**config.mk**
```make
export PLATFORM = sky130hd
export DESIGN_NAME = request_inserter
export DESIGN_NICKNAME = d
export VERILOG_FILES = /design/src/rtl/request_inserter.sv
export SDC_FILE = /design/constraint.sdc
export NUM_CORES = 1
export LEC_CHECK = 0
export ABC_CLOCK_PERIOD_IN_PS = 7200
export BUFFER_PORTS_ARGS = -buffer_cell sky130_fd_sc_hd__buf_2
export CORE_MARGIN = 2
export CORE_UTILIZATION = 60
export CTS_CLUSTER_DIAMETER = 50
export DETAILED_ROUTE_END_ITERATION = 6
export PLACE_DENSITY = 0.82
export SETUP_SLACK_MARGIN = 0.4
export SLEW_MARGIN = 20
export SYNTH_ARGS = -nofsm -noshare
export SYNTH_HDL_FRONTEND = slang
export SYNTH_SLANG_ARGS = --single-unit
```
**constraint.sdc**
```tcl
create_clock -name clk -period 7.2 [get_ports clk]
set_input_delay 1.08 -clock clk [delete_from_list [all_inputs] [get_ports clk]]
set_output_delay 1.08 -clock clk [all_outputs]
set_load 0.01 [all_outputs]
```
**src/rtl/request_inserter.sv**
```systemverilog
// request_inserter: takes one floor request at a time, scans the floor-request
// queue RAM through its asynchronous secondary read port, and issues a single
// insert-at-index (fit) or append (weT) pulse at the sweep-ordered position.
// Duplicates, floor 0 and a full queue are dropped, each with its own pulse.
//
// Handshake: a request is taken on a rising clk edge where req_valid and
// req_ready are both high. req_ready is high only while IDLE, and req_floor,
// current_floor and going_up are sampled on that same edge.
module request_inserter #(
  parameter int DEPTH = 16,
  parameter int FW    = 4
) (
  input  logic                     clk,
  input  logic                     clear,
  input  logic                     req_valid,
  input  logic [FW-1:0]            req_floor,
  output logic                     req_ready,
  input  logic [FW-1:0]            current_floor,
  input  logic                     going_up,
  input  logic                     queue_shift,
  output logic [$clog2(DEPTH)-1:0] rd_addr,
  input  logic [FW-1:0]            rd_data,
  output logic [$clog2(DEPTH)-1:0] ins_addr,
  output logic [FW-1:0]            ins_data,
  output logic                     ins_fit,
  output logic                     ins_append,
  output logic                     dup_drop,
  output logic                     full_drop,
  output logic                     busy
);

  localparam int AW = $clog2(DEPTH);
  localparam logic [AW-1:0] LAST = AW'(DEPTH - 1);
  localparam logic [FW:0]   WRAP = {1'b0, {FW{1'b1}}};

  typedef enum logic [1:0] {IDLE, CHKF, SCAN, ISSUE} state_t;

  state_t        state;
  logic [FW-1:0] floor_q;
  logic [FW-1:0] cur_q;
  logic          up_q;
  logic [AW-1:0] idx;
  logic [AW-1:0] rd_addr_q;
  logic [AW-1:0] ins_addr_q;
  logic [FW-1:0] ins_data_q;
  logic          fit_q;
  logic          app_q;
  logic          dup_q;
  logic          full_q;
  logic          ready_q;
  logic [FW:0]   key_rd;
  logic [FW:0]   key_req;

  // Distance along the current sweep: floors ahead come first in travel
  // order, floors behind the car come after the turnaround (offset by 15).
  function automatic logic [FW:0] sweep_key(input logic [FW-1:0] f,
                                            input logic [FW-1:0] c,
                                            input logic          up);
    logic [FW:0] k;
    if (up) begin
      if (f >= c) k = {1'b0, f} - {1'b0, c};
      else        k = WRAP + ({1'b0, c} - {1'b0, f});
    end else begin
      if (f <= c) k = {1'b0, c} - {1'b0, f};
      else        k = WRAP + ({1'b0, f} - {1'b0, c});
    end
    return k;
  endfunction

  // Sweep keys of the entry under the scan pointer and of the pending request.
  always_comb begin
    key_rd  = sweep_key(rd_data, cur_q, up_q);
    key_req = sweep_key(floor_q, cur_q, up_q);
  end

  // Request FSM: latch, check for room, scan, then issue one registered pulse.
  always_ff @(posedge clk or posedge clear) begin
    if (clear) begin
      state      <= IDLE;
      floor_q    <= '0;
      cur_q      <= '0;
      up_q       <= 1'b0;
      idx        <= '0;
      rd_addr_q  <= '0;
      ins_addr_q <= '0;
      ins_data_q <= '0;
      fit_q      <= 1'b0;
      app_q      <= 1'b0;
      dup_q      <= 1'b0;
      full_q     <= 1'b0;
      ready_q    <= 1'b1;
    end else begin
      fit_q  <= 1'b0;
      app_q  <= 1'b0;
      dup_q  <= 1'b0;
      full_q <= 1'b0;
      case (state)
        IDLE: begin
          if (req_valid && ready_q) begin
            floor_q <= req_floor;
            cur_q   <= current_floor;
            up_q    <= going_up;
            if (req_floor == '0) begin
              dup_q <= 1'b1;
            end else begin
              state     <= CHKF;
              rd_addr_q <= LAST;
              ready_q   <= 1'b0;
            end
          end
        end
        CHKF: begin
          // A head pop changes every entry; simply look at the last slot again.
          if (queue_shift) begin
            rd_addr_q <= LAST;
          end else if (rd_data != '0) begin
            full_q    <= 1'b1;
            state     <= IDLE;
            ready_q   <= 1'b1;
            rd_addr_q <= '0;
          end else begin
            idx       <= '0;
            rd_addr_q <= '0;
            state     <= SCAN;
          end
        end
        SCAN: begin
          if (queue_shift) begin
            state     <= CHKF;
            rd_addr_q <= LAST;
          end else if (rd_data == floor_q) begin
            dup_q     <= 1'b1;
            state     <= IDLE;
            ready_q   <= 1'b1;
            rd_addr_q <= '0;
          end else if (rd_data == '0) begin
            app_q      <= 1'b1;
            ins_data_q <= floor_q;
            state      <= ISSUE;
          end else if (key_rd > key_req) begin
            fit_q      <= 1'b1;
            ins_addr_q <= idx;
            ins_data_q <= floor_q;
            state      <= ISSUE;
          end else begin
            idx       <= idx + 1'b1;
            rd_addr_q <= idx + 1'b1;
          end
        end
        ISSUE: begin
          ins_addr_q <= '0;
          ins_data_q <= '0;
          if (queue_shift) begin
            // The pulse was masked this cycle; rescan against the shifted queue.
            state     <= CHKF;
            rd_addr_q <= LAST;
          end else begin
            state     <= IDLE;
            ready_q   <= 1'b1;
            rd_addr_q <= '0;
          end
        end
        default: begin
          state   <= IDLE;
          ready_q <= 1'b1;
        end
      endcase
    end
  end

  // A write must never coincide with a head pop, so the pulses are masked.
  assign ins_fit    = fit_q & ~queue_shift;
  assign ins_append = app_q & ~queue_shift;
  assign dup_drop   = dup_q;
  assign full_drop  = full_q;
  assign rd_addr    = rd_addr_q;
  assign ins_addr   = ins_addr_q;
  assign ins_data   = ins_data_q;
  assign req_ready  = ready_q;
  assign busy       = ~ready_q;

endmodule

```
==> results by group <==
Synth
  • Largest family of logic cells by synthesized area: compound AO/OA/AOI/OAI gates
  • Leading area contributor after synthesis: dfrtp_1
  • Syn Area/Cell: 8.510 um^2
  • Mapped Nets: 411
  • Synth top cells by count: 31 x dfrtp_1, 29 x inv_1, 28 x nand2_1, 27 x ha_1, 21 x nor2_1
  • Synthesized flop and latch total: 32
  • EDFF count, synth: 0
  • Syn Inst Count: 363
  • Synthesis Warnings: 0
  • Synth Area in XOR/XNOR: 0.05387
  • Async SR Flop Fraction: 1.000
  • Top cell type's share of synthesized area: 0.2511
  • Sequential area share after synthesis: 0.2596
  • Top_reg_cell synth: dfrtp_1
  • Library cells used by synthesis: 65
  • Simple-gate portion of the synthesized area: 0.2207
  • Largest cells by area after synthesis: dfrtp_1 25%, ha_1 11%, inv_1 3.5%, nand2_1 3.4%, xor2_1 3.1%
  • Mapped cell area: 3089 um^2
  • Post-synthesis mux area share: 0.04010
  • Adder-cell share of the synthesized area: 0.1353
  • Complex-gate fraction of the synthesized area: 0.2373
  • Most frequent cell after synthesis: dfrtp_1

Finish
  • Proportion of layout cells with a drive suffix above 1: 0.1316
  • Number of inserted diodes: 0
  • Finished Core Util: 0.6772
  • Nets@finish: 442
  • Final instance area: 3415 um^2
  • Final non-filler cell total: 465
  • Area grow syn2layout: 10.53%

Clocking
  • Cts hold-fix bufs: 0
  • Root buf cell: clkbuf_8
  • Num CTS Buffers: 5
  • CTS clk-pin slew, worst paths: 60 ps
  • H-tree depth: 2
  • Setup bufs post-CTS: 0
  • Post-CTS Resized: 0
  • Worst skew pair latency: 290 ps
  • Clk sinks: 32
  • CTS tree: done
  • CTS Buffer Depth: 2

Worst setup path
  • Critical path class: primary input to register
  • CP cell instances: buf_2 -> inv_1 -> ha_1 -> fa_1 -> ha_1 -> nor2b_1 -> o21ai_0 -> a211oi_1 -> o22ai_1 -> nand3_1 -> o211ai_1 -> ha_1 -> and4_1 -> a221o_1 -> nand2_1 -> nor4_2 -> and2_1 -> a22o_1
  • CP Buf/Inv Count: 2
  • CP Capture Type: register
  • Most frequent CP cell: ha_1
  • Req. time, crit path: 7420 ps
  • Startpoint types: primary input
  • Crit Path Max Fanout: 4
  • Max incr delay on CP: 550 ps
  • CP arrival: 4910 ps
  • Crit-path slowest cell: fa_1
  • Top delay family on crit path: simple AND/OR/NAND/NOR gates

Floorplanning
  • Core ar.: 5042 um^2
  • Die Y: 75.76 um
  • IO Count: 35
  • Initial Util: 0.6127
  • Die Wd: 75.76 um
  • Die area: 5739 um^2
  • Num rows: 26

Timing
  • Setup Skew: 10.11 ps
  • Final min period: 4693 ps
  • Worst Tran Pin Value: 675.0 ps
  • Final-report hold violation count: 0
  • Final worst-path cycle share: 0.6518
  • Final Max Tran Viols: 0
  • Slew margin rel.: 0.5500
  • Final setup fails: 0
  • Unrepaired setup endpoints after global routing: false
  • Setup_tns: 0 ps
  • Max Freq: 213.1 MHz

Global routing
  • First-pass GRT wire length: 13200 um
  • GR Overflow Total: 0
  • Largest net degree at the start of global routing: 33
  • Antenna violations before repair: 0
  • Vias in the first global route: 2846
  • Global-route usage over all layers: 0.3031

Routing
  • Vias after detailed routing: 2941
  • Antenna Nets Post-Route: 0
  • Routed wire per std cell: 17.33 um
  • Violation count after the first detailed-route iteration: 188
  • TritonRoute pass-1 iters: 5
  • DRC viols: 0
  • Routed WL: 8059 um
  • Via density: 6.325

Placement
  • Routability congestion estimate: 0.9245
  • DP HPWL: 5985 um
  • Port buffer count: 34
  • Post-DP Area: 3307 um^2
  • Cells after DPL: 457

Flow run
  • # Max-Cap Violations: 0

Min path
  • Hold Crit Class: register to register

Status
  • Status: finished, final reports clean
-- through the flow --
| stage | hold slack [ps] | setup slack, ps |
|---|---|---|
| after floorplan | 496.3 | 2810 |
| after global placement | 479.7 | 2403 |
| after detailed placement | 476.7 | 2274 |
| after CTS | 502.2 | 2527 |
| after global routing | 517.5 | 2204 |
| final | 499.7 | 2507 |
-- layout make-up --
| cell class | count | area (um^2) |
|---|---|---|
| Sequential cell | 32 | 802.0 |
| Fill cell | 402 | 1628 |
| Multi-Input combinational cell | 289 | 2123 |
| Tap cell | 70 | 87.58 |
| Clock inverter | 2 | 35.03 |
| Clock buffer | 6 | 72.57 |
| Timing Repair Buffer | 35 | 177.7 |
| Inverter | 31 | 116.4 |
-- per-layer routing --
layer / share of wire / vias to the layer above / GRT usage
met5: 0 / - / 0
met4: 0.034 / 0 / 0.1481
met3: 0.050 / 32 / 0.05291
li1: - / 1375 / -
met2: 0.49 / 133 / 0.5192
met1: 0.42 / 1401 / 0.3664
-- kinds of logic (layout without fill, tap and decap cells) --
logic type | Yosys count | count (layout)
flops | 32 | 32
fa+ha+maj | 31 | 31
mux | 12 | 12
xor+xnor | 19 | 19
buf+inv | 42 | 74
compound gates | 107 | 107
simple gates | 120 | 120
-- worst paths after layout --
check                            start          end  slack (ps)  cells after the start
max reg2reg                 floor_q[0]   rd_addr[0]        2790                     16
max in group asynchronous        clear    req_ready        6010                      3
max                         rd_data[0]  ins_addr[2]        2510                     18
min reg2reg                ins_addr[1]  ins_addr[1]         500                      1
min in group asynchronous        clear     cur_q[1]         860                      3
min                        ins_addr[1]  ins_addr[1]         500                      1
-- cell usage in the layout, fill, tap and decap left out, types with 3 or more instances in the layout --
cell type,Yosys,layout
nor2_1,21,21
o31ai_1,5,5
xnor2_1,8,8
buf_2,5,34
o21ai_1,12,12
and3_1,4,4
and2_1,6,6
nand2b_1,9,9
xor2_1,11,11
a31oi_1,5,5
nand3_1,9,9
fa_1,4,4
a211oi_1,4,4
o21ai_0,16,16
a21o_1,5,5
nor2b_1,15,15
a22oi_1,3,3
nor3b_1,3,3
o21a_1,6,6
mux2i_1,9,9
nand4_1,6,6
a221oi_1,6,6
dfrtp_1,31,31
o211ai_1,3,3
a22o_1,3,3
nor4_1,4,4
nor3_1,3,3
a21oi_1,16,16
inv_1,29,29
ha_1,27,27
nand2_1,28,28
clkbuf_8,0,5
-- sequential cells by signal (all words and copies together), names as in the netlist --
signal	count
up_q	1
app_q	1
idx	4
cur_q	4
req_ready	1
full_drop	1
ins_data	4
rd_addr	4
fit_q	1
state	2
dup_drop	1
ins_addr	4
floor_q	4
Power is not shown: default switching activity piles up to over one toggle a cycle in this logic, so the estimate is an artifact.
